## config.mk

```make
export PLATFORM = sky130hd
export DESIGN_NAME = fetch_unit
export DESIGN_NICKNAME = d
export VERILOG_FILES = /design/src/rtl/y86_pkg.sv /design/src/rtl/fetch_align.sv /design/src/rtl/fetch_unit.sv
export SDC_FILE = /design/constraint.sdc
export NUM_CORES = 1
export LEC_CHECK = 0
export BUFFER_PORTS_ARGS = -buffer_cell sky130_fd_sc_hd__buf_4
export CAP_MARGIN = 20
export CORE_MARGIN = 1
export CORE_UTILIZATION = 58
export CTS_CLUSTER_DIAMETER = 60
export DETAILED_ROUTE_END_ITERATION = 10
export PLACE_DENSITY = 0.88
export SETUP_SLACK_MARGIN = 0.3
export SLEW_MARGIN = 20
export SYNTH_ARGS = -nofsm -noshare
export SYNTH_HDL_FRONTEND = slang
export SYNTH_SLANG_ARGS = --single-unit
export TNS_END_PERCENT = 5
```

## constraint.sdc

```tcl
create_clock -name clk -period 7.1 [get_ports clk]
set_input_delay 0.355 -clock clk [delete_from_list [all_inputs] [get_ports clk]]
set_output_delay 0.355 -clock clk [all_outputs]
set_load 0.05 [all_outputs]
```

## src/rtl/y86_pkg.sv

```systemverilog
// Shared Y86-64 definitions for the fetch stage.
//   - instruction codes (HALT..POPQ)
//   - status codes (AOK/HLT/ADR/INS)
//   - REG_NONE, the "no register" specifier
//   - fetch FSM state type
//   - instr_len(): encoded length in bytes of an instruction by icode
//   - icode_valid(): icode is a defined instruction
package y86_pkg;

    localparam logic [3:0] I_HALT   = 4'h0;
    localparam logic [3:0] I_NOP    = 4'h1;
    localparam logic [3:0] I_RRMOVQ = 4'h2;
    localparam logic [3:0] I_IRMOVQ = 4'h3;
    localparam logic [3:0] I_RMMOVQ = 4'h4;
    localparam logic [3:0] I_MRMOVQ = 4'h5;
    localparam logic [3:0] I_OPQ    = 4'h6;
    localparam logic [3:0] I_JXX    = 4'h7;
    localparam logic [3:0] I_CALL   = 4'h8;
    localparam logic [3:0] I_RET    = 4'h9;
    localparam logic [3:0] I_PUSHQ  = 4'hA;
    localparam logic [3:0] I_POPQ   = 4'hB;

    localparam logic [2:0] STAT_AOK = 3'd1;
    localparam logic [2:0] STAT_HLT = 3'd2;
    localparam logic [2:0] STAT_ADR = 3'd3;
    localparam logic [2:0] STAT_INS = 3'd4;

    localparam logic [3:0] REG_NONE = 4'hF;

    typedef enum logic [1:0] {
        StIdle,
        StWord0,
        StWord1,
        StDone
    } fetch_state_e;

    // Undefined icodes report length 1 so that valP = PC+1 for INS.
    function automatic logic [3:0] instr_len(input logic [3:0] icode);
        logic [3:0] len;
        case (icode)
            I_HALT, I_NOP, I_RET:                len = 4'd1;
            I_RRMOVQ, I_OPQ, I_PUSHQ, I_POPQ:    len = 4'd2;
            I_JXX, I_CALL:                       len = 4'd9;
            I_IRMOVQ, I_RMMOVQ, I_MRMOVQ:        len = 4'd10;
            default:                             len = 4'd1;
        endcase
        return len;
    endfunction

    function automatic logic icode_valid(input logic [3:0] icode);
        return icode <= I_POPQ;
    endfunction

endpackage

```

## src/rtl/fetch_align.sv

```systemverilog
// Combinational field extractor for the fetch stage.
// Shifts the 16-byte buffer {word1, word0} right by offset bytes and pulls out
// the instruction fields from the resulting byte window.
//   word0_i   in  64  lower memory word (byte 0 in bits 7:0)
//   word1_i   in  64  following memory word
//   offset_i  in  3   byte offset of the instruction within word0
//   icode_o   out 4   high nibble of byte 0
//   ifun_o    out 4   low nibble of byte 0
//   ra_o      out 4   high nibble of byte 1, or REG_NONE if no register byte
//   rb_o      out 4   low nibble of byte 1, or REG_NONE if no register byte
//   valc_o    out 64  constant word, 0 if the instruction has none
module fetch_align
    import y86_pkg::*;
(
    input  logic [63:0] word0_i,
    input  logic [63:0] word1_i,
    input  logic [2:0]  offset_i,
    output logic [3:0]  icode_o,
    output logic [3:0]  ifun_o,
    output logic [3:0]  ra_o,
    output logic [3:0]  rb_o,
    output logic [63:0] valc_o
);

    logic [127:0] pair;
    logic [79:0]  win;   // longest instruction is 10 bytes

    assign pair = {word1_i, word0_i};
    assign win  = 80'(pair >> {offset_i, 3'b000});

    always_comb begin
        icode_o = win[7:4];
        ifun_o  = win[3:0];
        ra_o    = REG_NONE;
        rb_o    = REG_NONE;
        valc_o  = '0;
        case (win[7:4])
            I_RRMOVQ, I_OPQ, I_PUSHQ, I_POPQ: begin
                ra_o = win[15:12];
                rb_o = win[11:8];
            end
            I_IRMOVQ, I_RMMOVQ, I_MRMOVQ: begin
                ra_o   = win[15:12];
                rb_o   = win[11:8];
                valc_o = win[79:16];
            end
            I_JXX, I_CALL: begin
                valc_o = win[71:8];
            end
            default: ;
        endcase
    end

endmodule

```

## src/rtl/fetch_unit.sv

```systemverilog
// Multi-cycle Y86-64 fetch stage.
// Reads one or two aligned 64-bit words from instruction memory over a
// req/rvalid handshake, decodes the instruction at PCaddress and presents the
// fields with a one-cycle fValid pulse. All outputs are registered.
//   clk          in  1   clock
//   rst          in  1   synchronous active-high reset
//   start        in  1   begin a fetch at PCaddress (only accepted when idle)
//   PCaddress    in  64  byte address of the instruction
//   imem_req     out 1   memory read request, held until rvalid
//   imem_addr    out 64  8-byte-aligned word address of the request
//   imem_rvalid  in  1   response strobe
//   imem_rdata   in  64  response word, little-endian
//   imem_err     in  1   access fault, qualified by imem_rvalid
//   busy         out 1   fetch in progress (low in the fValid cycle)
//   fValid       out 1   one-cycle pulse, f* outputs updated
//   fIcode/fIfun/fRA/fRB/fValC/fValP/fStat  decoded instruction and status
module fetch_unit
    import y86_pkg::*;
#(
    parameter logic [63:0] MAX_ADDR = 64'h0000_0000_0000_FFFF
) (
    input  logic        clk,
    input  logic        rst,
    input  logic        start,
    input  logic [63:0] PCaddress,
    output logic        imem_req,
    output logic [63:0] imem_addr,
    input  logic        imem_rvalid,
    input  logic [63:0] imem_rdata,
    input  logic        imem_err,
    output logic        busy,
    output logic        fValid,
    output logic [3:0]  fIcode,
    output logic [3:0]  fIfun,
    output logic [3:0]  fRA,
    output logic [3:0]  fRB,
    output logic [63:0] fValC,
    output logic [63:0] fValP,
    output logic [2:0]  fStat
);

    fetch_state_e state_q, state_d;
    logic         adr_d;          // the fetch being completed ends in an address fault

    logic [63:0]  pc_q;
    logic [63:0]  word0_q;

    logic         req_q, req_d;
    logic [63:0]  addr_q, addr_d;
    logic         busy_q, busy_d;
    logic         fvalid_q, fvalid_d;
    logic [3:0]   icode_q, icode_d;
    logic [3:0]   ifun_q, ifun_d;
    logic [3:0]   ra_q, ra_d;
    logic [3:0]   rb_q, rb_d;
    logic [63:0]  valc_q, valc_d;
    logic [63:0]  valp_q, valp_d;
    logic [2:0]   stat_q, stat_d;

    logic [63:0]  aligned_pc;
    logic [63:0]  pc_sel;
    logic [63:0]  next_addr;
    logic [63:0]  al_word0;
    logic [63:0]  al_word1;
    logic [3:0]   al_icode, al_ifun, al_ra, al_rb;
    logic [63:0]  al_valc;
    logic [3:0]   len;
    logic [4:0]   span;
    logic         need_word1;

    assign aligned_pc = {PCaddress[63:3], 3'b000};
    // A fault straight out of IDLE happens before the PC is latched.
    assign pc_sel     = (state_q == StIdle) ? PCaddress : pc_q;
    assign next_addr  = addr_q + 64'd8;

    // Decode straight from the response word so the result can be registered
    // in the same cycle rvalid arrives.
    assign al_word0 = (state_q == StWord0) ? imem_rdata : word0_q;
    assign al_word1 = (state_q == StWord1) ? imem_rdata : 64'd0;

    fetch_align u_align (
        .word0_i  (al_word0),
        .word1_i  (al_word1),
        .offset_i (pc_q[2:0]),
        .icode_o  (al_icode),
        .ifun_o   (al_ifun),
        .ra_o     (al_ra),
        .rb_o     (al_rb),
        .valc_o   (al_valc)
    );

    assign len        = instr_len(al_icode);
    assign span       = {2'b00, pc_q[2:0]} + {1'b0, len};
    assign need_word1 = icode_valid(al_icode) && (span > 5'd8);

    // State register.
    always_ff @(posedge clk) begin
        if (rst) begin
            state_q <= StIdle;
        end else begin
            state_q <= state_d;
        end
    end

    // Next-state logic.
    always_comb begin
        state_d = state_q;
        adr_d   = 1'b0;
        case (state_q)
            StIdle: begin
                if (start) begin
                    if (aligned_pc > MAX_ADDR) begin
                        state_d = StDone;
                        adr_d   = 1'b1;
                    end else begin
                        state_d = StWord0;
                    end
                end
            end
            StWord0: begin
                if (imem_rvalid) begin
                    if (imem_err) begin
                        state_d = StDone;
                        adr_d   = 1'b1;
                    end else if (need_word1) begin
                        if (next_addr > MAX_ADDR) begin
                            state_d = StDone;
                            adr_d   = 1'b1;
                        end else begin
                            state_d = StWord1;
                        end
                    end else begin
                        state_d = StDone;
                    end
                end
            end
            StWord1: begin
                if (imem_rvalid) begin
                    state_d = StDone;
                    adr_d   = imem_err;
                end
            end
            StDone: begin
                state_d = StIdle;
            end
            default: begin
                state_d = StIdle;
            end
        endcase
    end

    // Output next-values; everything is registered below.
    always_comb begin
        req_d    = (state_d == StWord0) || (state_d == StWord1);
        busy_d   = req_d;
        fvalid_d = (state_d == StDone);

        addr_d = addr_q;
        if (state_q == StIdle && state_d == StWord0) begin
            addr_d = aligned_pc;
        end else if (state_q == StWord0 && state_d == StWord1) begin
            addr_d = next_addr;
        end

        icode_d = icode_q;
        ifun_d  = ifun_q;
        ra_d    = ra_q;
        rb_d    = rb_q;
        valc_d  = valc_q;
        valp_d  = valp_q;
        stat_d  = stat_q;

        if (fvalid_d) begin
            if (adr_d) begin
                // Instruction bytes are unusable: present a nop bubble.
                icode_d = I_NOP;
                ifun_d  = 4'h0;
                ra_d    = REG_NONE;
                rb_d    = REG_NONE;
                valc_d  = '0;
                valp_d  = pc_sel;
                stat_d  = STAT_ADR;
            end else begin
                // Undefined icodes get len 1 and valC 0 from the helpers.
                icode_d = al_icode;
                ifun_d  = al_ifun;
                ra_d    = al_ra;
                rb_d    = al_rb;
                valc_d  = al_valc;
                valp_d  = pc_q + 64'(len);
                if (!icode_valid(al_icode)) begin
                    stat_d = STAT_INS;
                end else if (al_icode == I_HALT) begin
                    stat_d = STAT_HLT;
                end else begin
                    stat_d = STAT_AOK;
                end
            end
        end
    end

    // Datapath and output registers.
    always_ff @(posedge clk) begin
        if (rst) begin
            pc_q     <= '0;
            word0_q  <= '0;
            req_q    <= 1'b0;
            addr_q   <= '0;
            busy_q   <= 1'b0;
            fvalid_q <= 1'b0;
            icode_q  <= I_NOP;
            ifun_q   <= 4'h0;
            ra_q     <= REG_NONE;
            rb_q     <= REG_NONE;
            valc_q   <= '0;
            valp_q   <= '0;
            stat_q   <= STAT_AOK;
        end else begin
            if (state_q == StIdle && start) begin
                pc_q <= PCaddress;
            end
            if (state_q == StWord0 && imem_rvalid && !imem_err) begin
                word0_q <= imem_rdata;
            end
            req_q    <= req_d;
            addr_q   <= addr_d;
            busy_q   <= busy_d;
            fvalid_q <= fvalid_d;
            icode_q  <= icode_d;
            ifun_q   <= ifun_d;
            ra_q     <= ra_d;
            rb_q     <= rb_d;
            valc_q   <= valc_d;
            valp_q   <= valp_d;
            stat_q   <= stat_d;
        end
    end

    assign imem_req  = req_q;
    assign imem_addr = addr_q;
    assign busy      = busy_q;
    assign fValid    = fvalid_q;
    assign fIcode    = icode_q;
    assign fIfun     = ifun_q;
    assign fRA       = ra_q;
    assign fRB       = rb_q;
    assign fValC     = valc_q;
    assign fValP     = valp_q;
    assign fStat     = stat_q;

endmodule

```

; ---- After elaboration in Yosys (flattened, before gate mapping)
; Memories as Yosys holds them, arrays and structs flattened.
; Cells that the tools add are included.
[word_totals]
regBits = 343
rom_bits = 48
input_bits = 133
output_inout_bits = 214
wordCells = 86
memories = 1
[classes]
addsub = 3
magnitude_cmp = 4
eq_ne = 15
shifts = 1
mux = 33
n_reduce_logical = 15
[mem_list]
columns = name, words, width, rd, rd_ports_with_merged_regs, write_ports, line
row1 = (name not given), 16, 3, 1, 0, 0, y86_pkg.sv:40  ; case (icode)
[ops]
columns = op, count
row1 = $mux 64, 7
row2 = $gt 64x16->1 const B, 2
row3 = $pmux 64 s2, 1
row4 = $shr 128x6->80, 1
row5 = $add 64x4->64, 1
row6 = $add 64x4->64 const B, 1
row7 = $mux 4, 6
row8 = $eq 4x3->1 const B, 4
row9 = $mux 2, 7
row10 = $eq 4x4->1 const B, 3
row11 = $eq 2x2->1 const B, 4
row12 = $eq 4x2->1 const B, 2
row13 = $mux 1, 8
row14 = $pmux 2 s4, 1
row15 = $reduce_or 7->1, 1
row16 = $logic_and 1x1->1, 6
row17 = $mux 3, 2
row18 = $add 3x4->5, 1
row19 = $gt 5x4->1 const B, 1
row20 = $eq 2x1->1 const B, 2
row21 = $le 4x4->1 const B, 1
row22 = $logic_not 4->1, 1
row23 = $reduce_or 2->1, 2
row24 = $pmux 1 s3, 1
row25 = 5 further kinds, 5

; ---- Depth between registers and ports, before layout
; An unclocked memory read counts as a cell.
[logic_depth]
word_depth = 15
depth_mapped = 31
ltp_nobuf = 29

; ---- By module
; From an unflattened synthesis, not the netlist that was laid out.
[unflattened]
cells_unflattened = 3167
area_unflattened_um2 = 24489.7
[by_module_without_submodules]
columns = mod, n_inst, cells_each, area_each_um2, seq_area_each_um2
row1 = fetch_unit, 1, 2400, 18288.8, 6806.5
row2 = fetch_align, 1, 767, 6200.9, 0.0

; ---- Worst setup path before layout
; OpenSTA, ideal clock, no wires.
[synth_timing]
path_type = register to register
from = reg state_q[1]
to = reg addr_q[51] (netlist: imem_addr[51])
setup_time_ns = 0.086
t_arrival_ns = 5.928
required_time_ns = 7.014
slack_ns = 1.087
stages_incl_launch_ff = 32
path_buffers = 2
period_less_slack_ns = 6.013
cell_sequence = dfxtp_1 > inv_1 > ha_1 > buf_2 > buf_2 > mux4_2 > nand2_1 > and4_1 > nor2_1 > nor3_1 > a21oi_1 > ha_1 > inv_1 > fa_1 > inv_1 > o311ai_0 > mux2i_1 > nor3_1 > a2111o_1 > nor2_1 > nand2_1 > o31ai_1 > a21oi_1 > nor2_1 > ha_1 > nand2_1 > nor2_1 > nand3_1 > nor3_1 > nand3_1 > xor2_1 > a211oi_1
[synth_via]
elab_chain_len = 14
elab_cells_between_ends = 24
cone_classes = add/sub: 1 / order compare: 2 / eq/ne: 5 / shift: 1 / mux: 9 / reduce/logical: 5 / memory: 1
[synth_lines]
columns = element, line
row1 = start: declaration, fetch_unit.sv:42  ; fetch_state_e state_q, state_d;
row2 = start signal: assignment, fetch_unit.sv:99  ; state_q <= StIdle;
row3 = start signal: assignment, fetch_unit.sv:101  ; state_q <= state_d;
row4 = $eq 2x1->1 / $eq 2x2->1 (equally long branches), n/a
row5 = $mux 64 (on tied branches), "fetch_unit.sv:78, fetch_unit.sv:79"
row6 = $shr 128x6->80, fetch_align.sv:29  ; assign win = 80'(pair >> {offset_i, 3'b000});
row7 = $mem_v2 16x3, n/a
row8 = $add 3x4->5, fetch_unit.sv:93  ; assign span = {2'b00, pc_q[2:0]} + {1'b0, len};
row9 = $gt 5x4->1, fetch_unit.sv:94  ; assign need_word1 = icode_valid(al_icode) && (span > 5'd8);
row10 = $logic_and 1x1->1, fetch_unit.sv:94
row11 = $mux 2, fetch_unit.sv:125  ; end else if (need_word1) begin
row12 = $mux 2, fetch_unit.sv:122  ; if (imem_err) begin
row13 = $mux 2, fetch_unit.sv:121  ; if (imem_rvalid) begin
row14 = $pmux 2 s4, fetch_unit.sv:109  ; case (state_q)
row15 = $eq 2x1->1 / $eq 2x2->1 (equally long branches), "fetch_unit.sv:159, fetch_unit.sv:161"
row16 = $logic_and 1x1->1 (on tied branches), "fetch_unit.sv:159, fetch_unit.sv:161"
row17 = $mux 64 / $reduce_bool 2->1 (equally long branches), n/a
row18 = end signal: assignment, fetch_unit.sv:226  ; addr_q <= addr_d;
row19 = end: declaration, fetch_unit.sv:49  ; logic [63:0] addr_q, addr_d;
; Several ways; a longest one is shown, not always the timed one.
; A chain may end at the register's enable or synchronous reset.

; ---- Worst setup path in the final report
[layout_timing]
from = reg state_q[1]
to = reg valp_q[10] (netlist: fValP[10])
[layout_via]
elab_chain_len = 12
elab_cells_between_ends = 26
cone_classes = add/sub: 2 / order compare: 2 / eq/ne: 4 / shift: 1 / mux: 14 / reduce/logical: 2 / memory: 1
[layout_lines]
columns = element, line
row1 = $eq 2x1->1 / $eq 2x2->1 (equally long branches), "fetch_unit.sv:78, fetch_unit.sv:109, fetch_unit.sv:79"
row2 = $mux 64 (on tied branches), "fetch_unit.sv:78, fetch_unit.sv:79"
row3 = $shr 128x6->80, fetch_align.sv:29
row4 = $mem_v2 16x3, n/a
row5 = $add 3x4->5, fetch_unit.sv:93
row6 = $gt 5x4->1, fetch_unit.sv:94
row7 = $logic_and 1x1->1, fetch_unit.sv:94
row8 = $mux 2, fetch_unit.sv:125
row9 = $mux 2, fetch_unit.sv:122
row10 = $mux 2, fetch_unit.sv:121
row11 = $pmux 2 s4 (*), fetch_unit.sv:109
row12 = via state_d[0], fetch_unit.sv:42
row13 = $eq 2x2->1 (*), fetch_unit.sv:156  ; fvalid_d = (state_d == StDone);
row14 = via fvalid_d, fetch_unit.sv:51  ; logic fvalid_q, fvalid_d;
row15 = end signal: assignment, fetch_unit.sv:234  ; valp_q <= valp_d;
row16 = end: declaration, fetch_unit.sv:57  ; logic [63:0] valp_q, valp_d;
; Mark *: on every way through the listed nets, which the timed path passes. The rest lies on a longest branch.

==> summary.md <==
Run status
• outcome: completed

Critical path
• capture point of the worst reg-to-reg path: fValP[10]
• most used cell, CP: sky130_fd_sc_hd__inv_1
• Startpoint Class: flop
• setup slack on the worst flop-to-flop path: 0.47 ns
• arrival time worst endpoint: 7.12 ns
• required time at the worst-slack endpoint: 7.59 ns
• type of element capturing the critical path: flop
• worst reg2reg startpoint: state_q[1]
• library cell contributing the largest single delay on the critical path: sky130_fd_sc_hd__inv_1
• cell depth of the worst flop-to-flop path: 27
• WP buf/inv: 6
• maximum cell stage delay along the critical path: 0.81 ns
• critical-path maximum fanout: 31
• dominant delay contributor by cell family on the critical path: compound AO/OA/AOI/OAI gates
• WS Path Type: reg2reg

Timing
• worst clock skew: 0.03948 ns
• final critical-path required period: 6.629 ns
• Fin. Hold Viols: 0
• Pins Over Slew Limit: 0
• Max-Slew Margin vs Limit: 0.2738
• final setup vio count: 0
• sum of negative setup slack: 0 ns
• RSZ-0062 raised after global routing: yes
• Worst Max-Slew Pin Slew: 1.078 ns
• PnR worst setup slack: 0.4711 ns
• crit share post-route: 0.9336
• maximum clock frequency: 150.9 MHz

Placed design
• number of I/O port buffers: 343
• final weighted congestion of routability-driven global placement: 1.060
• Final HPWL DP: 65,790 µm
• Placed Cells: 3,522
• pre-CTS setup slack: 0.4943 ns
• total cell area at the placement stage: 24,100 µm²

Drt
• post-detailed-route wirelength per cell: 25.43 µm
• DRC violations left: 0
• final routed wirelength across all metal layers: 91,560 µm
• TritonRoute pass-1 iters: 6
• count of antenna-violating nets left after detailed routing: 0
• post-detailed-route via-to-cell ratio: 6.877
• First DRT Iteration DRCs: 4,358
• total via count after detailed routing: 24,760

Floorplanning
• die outline width: 194.9 µm
• # IOs: 347
• Vert. Die Dim: 194.9 µm
• area inside the core boundary: 36,610 µm²
• Die Area: 37,990 µm²
• starting utilization of the core area: 0.5895
• number of cell rows: 70

Clocking
• buffer levels on the longest clock path: 3
• clock tree from TritonCTS: built
• CTS H-Tree Depth: 2
• hold-fix buffers at CTS: 0
• clock latency on the worst-skew pair: 0.60 ns
• clock sink count: 340
• TritonCTS Buffers: 42
• clock-pin slew on the worst setup and hold paths: 0.06 ns
• Clock Tree Root: sky130_fd_sc_hd__clkbuf_16

Power and ir drop
• power density over the cells: 360.0 nW/µm²
• Switching Share: 0.4747
• fraction of power consumed by the clock network: 0.246
• worst vdd ir: 267.7 µV
• sequential cell fraction of total power: 0.294
• Combinational Power Share: 0.460
• cell leakage power: 0.009322 µW
• sw power: 4370 µW
• internal power consumption: 4836 µW

GRT
• global-route met3 utilization: 0.1619
• overflow left after global routing: 0
• largest net degree at the start of global routing: 101
• busiest layer in global routing: met1
• initial antenna violation count: 2
• overall track demand over capacity in global routing: 0.4649
• met1 usage in global routing: 0.6662
• wire length of the first global-routing pass: 136,100 µm
• via count of the first global-routing pass: 22,040
• met2 capacity usage during global routing: 0.6324

Synthesis
• count of flip-flops with a built-in enable after synthesis: 0
• asr flop ratio synth: 0
• average size of a mapped cell: 7.366 µm²
• Most used DFF post-synth: sky130_fd_sc_hd__dfxtp_1
• number of storage elements in the synthesis netlist: 340
• number of warnings issued by yosys: 0
• fraction of the yosys area taken by sequential cells: 0.3154
• Synth Instances: 2,930
• Distinct cells, synth: 77
• netlist area before placement: 21,580 µm²

Layout
• number of inserted filler cells in the final layout: 2,964
• post-layout net count: 3,245
• layout overhead on the synthesized area: 18.51%
• leading cell type in the layout, fill and taps excluded: sky130_fd_sc_hd__nand2_1
• finished layout cell area: 25,580 µm²
• total area of sequential cells: 6815 µm²
• fraction of final layout cells sized beyond drive strength 1: 0.1932
• total area of multi-input combinational cells: 13,640 µm²
• Cell Count, Final, Fillers Out: 3,600
• leading cell types in the layout, fill and taps excluded: 575 x sky130_fd_sc_hd__nand2_1, 383 x sky130_fd_sc_hd__buf_4, 337 x sky130_fd_sc_hd__dfxtp_1, 285 x sky130_fd_sc_hd__a21oi_1, 213 x sky130_fd_sc_hd__nor2_1

Worst hold path
• min-delay worst type: in2reg
• Hold Path Stages: 3
• HP Start: PCaddress[22]
• Hold EP: pc_q[22]

Job
• count of max-cap constraint violations: 0

-- per-layer routing --
metal,share of wire,wire [µm]
met1,0.40,36320
met2,0.40,36590
met3,0.16,14780
met4,0.042,3843
met5,0.00020,18
-- tightest hold or removal path: stages --
cell and delay, ns:
sky130_fd_sc_hd__buf_4 0.14, sky130_fd_sc_hd__nand2_1 0.05, sky130_fd_sc_hd__a21oi_1 0.05
-- power by group through the flow --
stage / Clock, µW / Combinational (µW) / Sequential, µW
6_report: 2260 / 4230 / 2710
5_1_grt: 2340 / 4420 / 2730
4_1_cts: 2250 / 4090 / 2670
3_5_place_dp: 0 / 4070 / 2710
3_3_place_gp: 0 / 4000 / 2700
2_1_floorplan: 0 / 2160 / 3270
-- worst max path at each step --
stage,end,startpoint,slack [ns],cells after the start
4_1_cts,imem_addr[51],state_q[1],0.44,29
6_report,fValP[10],state_q[1],0.47,27
3_5_place_dp,fValP[45],state_q[1],0.49,27
2_1_floorplan,imem_addr[51],state_q[1],1.09,31
3_3_place_gp,imem_addr[52],state_q[1],0.68,27
5_1_grt,fValP[10],state_q[1],0.17,27
-- kinds of logic after synthesis --
group           Yosys count  synth area share
compound gates          780            0.2275
xor+xnor                 79           0.03206
fa+ha+maj                13          0.007884
buf+inv                 294           0.05664
flops                   340            0.3154
mux                     163           0.09415
other cells               1         0.0001738
simple gates           1260            0.2662
-- cell type report --
type	count	share of cell area
clock buffer	48	0.04354
clock inverter	28	0.01287
antenna	1	0.00009784
tap	468	0.02289
inverter	28	0.004158
multi-input combinational	2298	0.5333
timing repair buffer	389	0.1167
sequential	340	0.2665
-- stage by stage --
stage / power (µW) / utilization / hold slack (ns)
floorplan: 5431 / - / 0.4318
global route: 9481 / 0.6986 / 0.03948
detailed placement: 6777 / 0.6582 / 0.4441
global placement: 6703 / 0.6580 / 0.4380
finish: 9207 / 0.6986 / 0.04383
CTS: 9011 / 0.6976 / 0.03507
-- state kept, by name (all words and copies together) (netlist names) --
register,flops
imem_addr,61
fIcode,4
fRB,4
fRA,4
fIfun,4
fStat,3
pc_q,64
state_q,2
fValC,64
fValid,1
busy,1
fValP,64
word0_q,64
-- synth_stat cells, drive strengths merged, types with 4 or more instances --
library cell    n  area (µm²)
dfxtp         340        6807
a311oi         35       306.5
a211oi         83       623.1
nand4          54       350.3
and3           44       275.3
o211ai         29       231.5
and4           14       122.6
nor2          214       803.3
or2            10       62.56
nor2b          11       68.82
o41ai           7       83.83
or4             9       71.32
o21ai         129       649.4
ha             12       150.1
o2bb2ai         8       70.07
a211o           8       70.07
a21o            8       60.06
mux2i          68       680.7
a32o            8       80.08
o32ai           8       70.07
nand2b         13       81.33
clkbuf        196       738.2
nor4           34       227.7
xor2           37       324.1
or3            18       112.6
xnor2          42       367.9
a31oi          26       162.7
a41o            5       50.05
and2           18       112.6
nand4b          4       35.03
o22ai          67       419.2
o31ai          40       314.0
mux4           25       563.0
o221ai          6       52.55
nor3           49       245.2
inv            25       93.84
nand2         578        2172
nand3         180       910.9
a22o            5       43.79
buf            70       379.1
nor4b           4       41.29
mux2           70       788.3
a21oi         286        1435
-- timing repair --
item                                   CTS  global route
endpoints found under the hold margin    0             0
setup endpoints to repair                0            53
buffers inserted                         0             1
resized for setup                        0             2
Note: power is estimated with default switching activity, not from simulation.
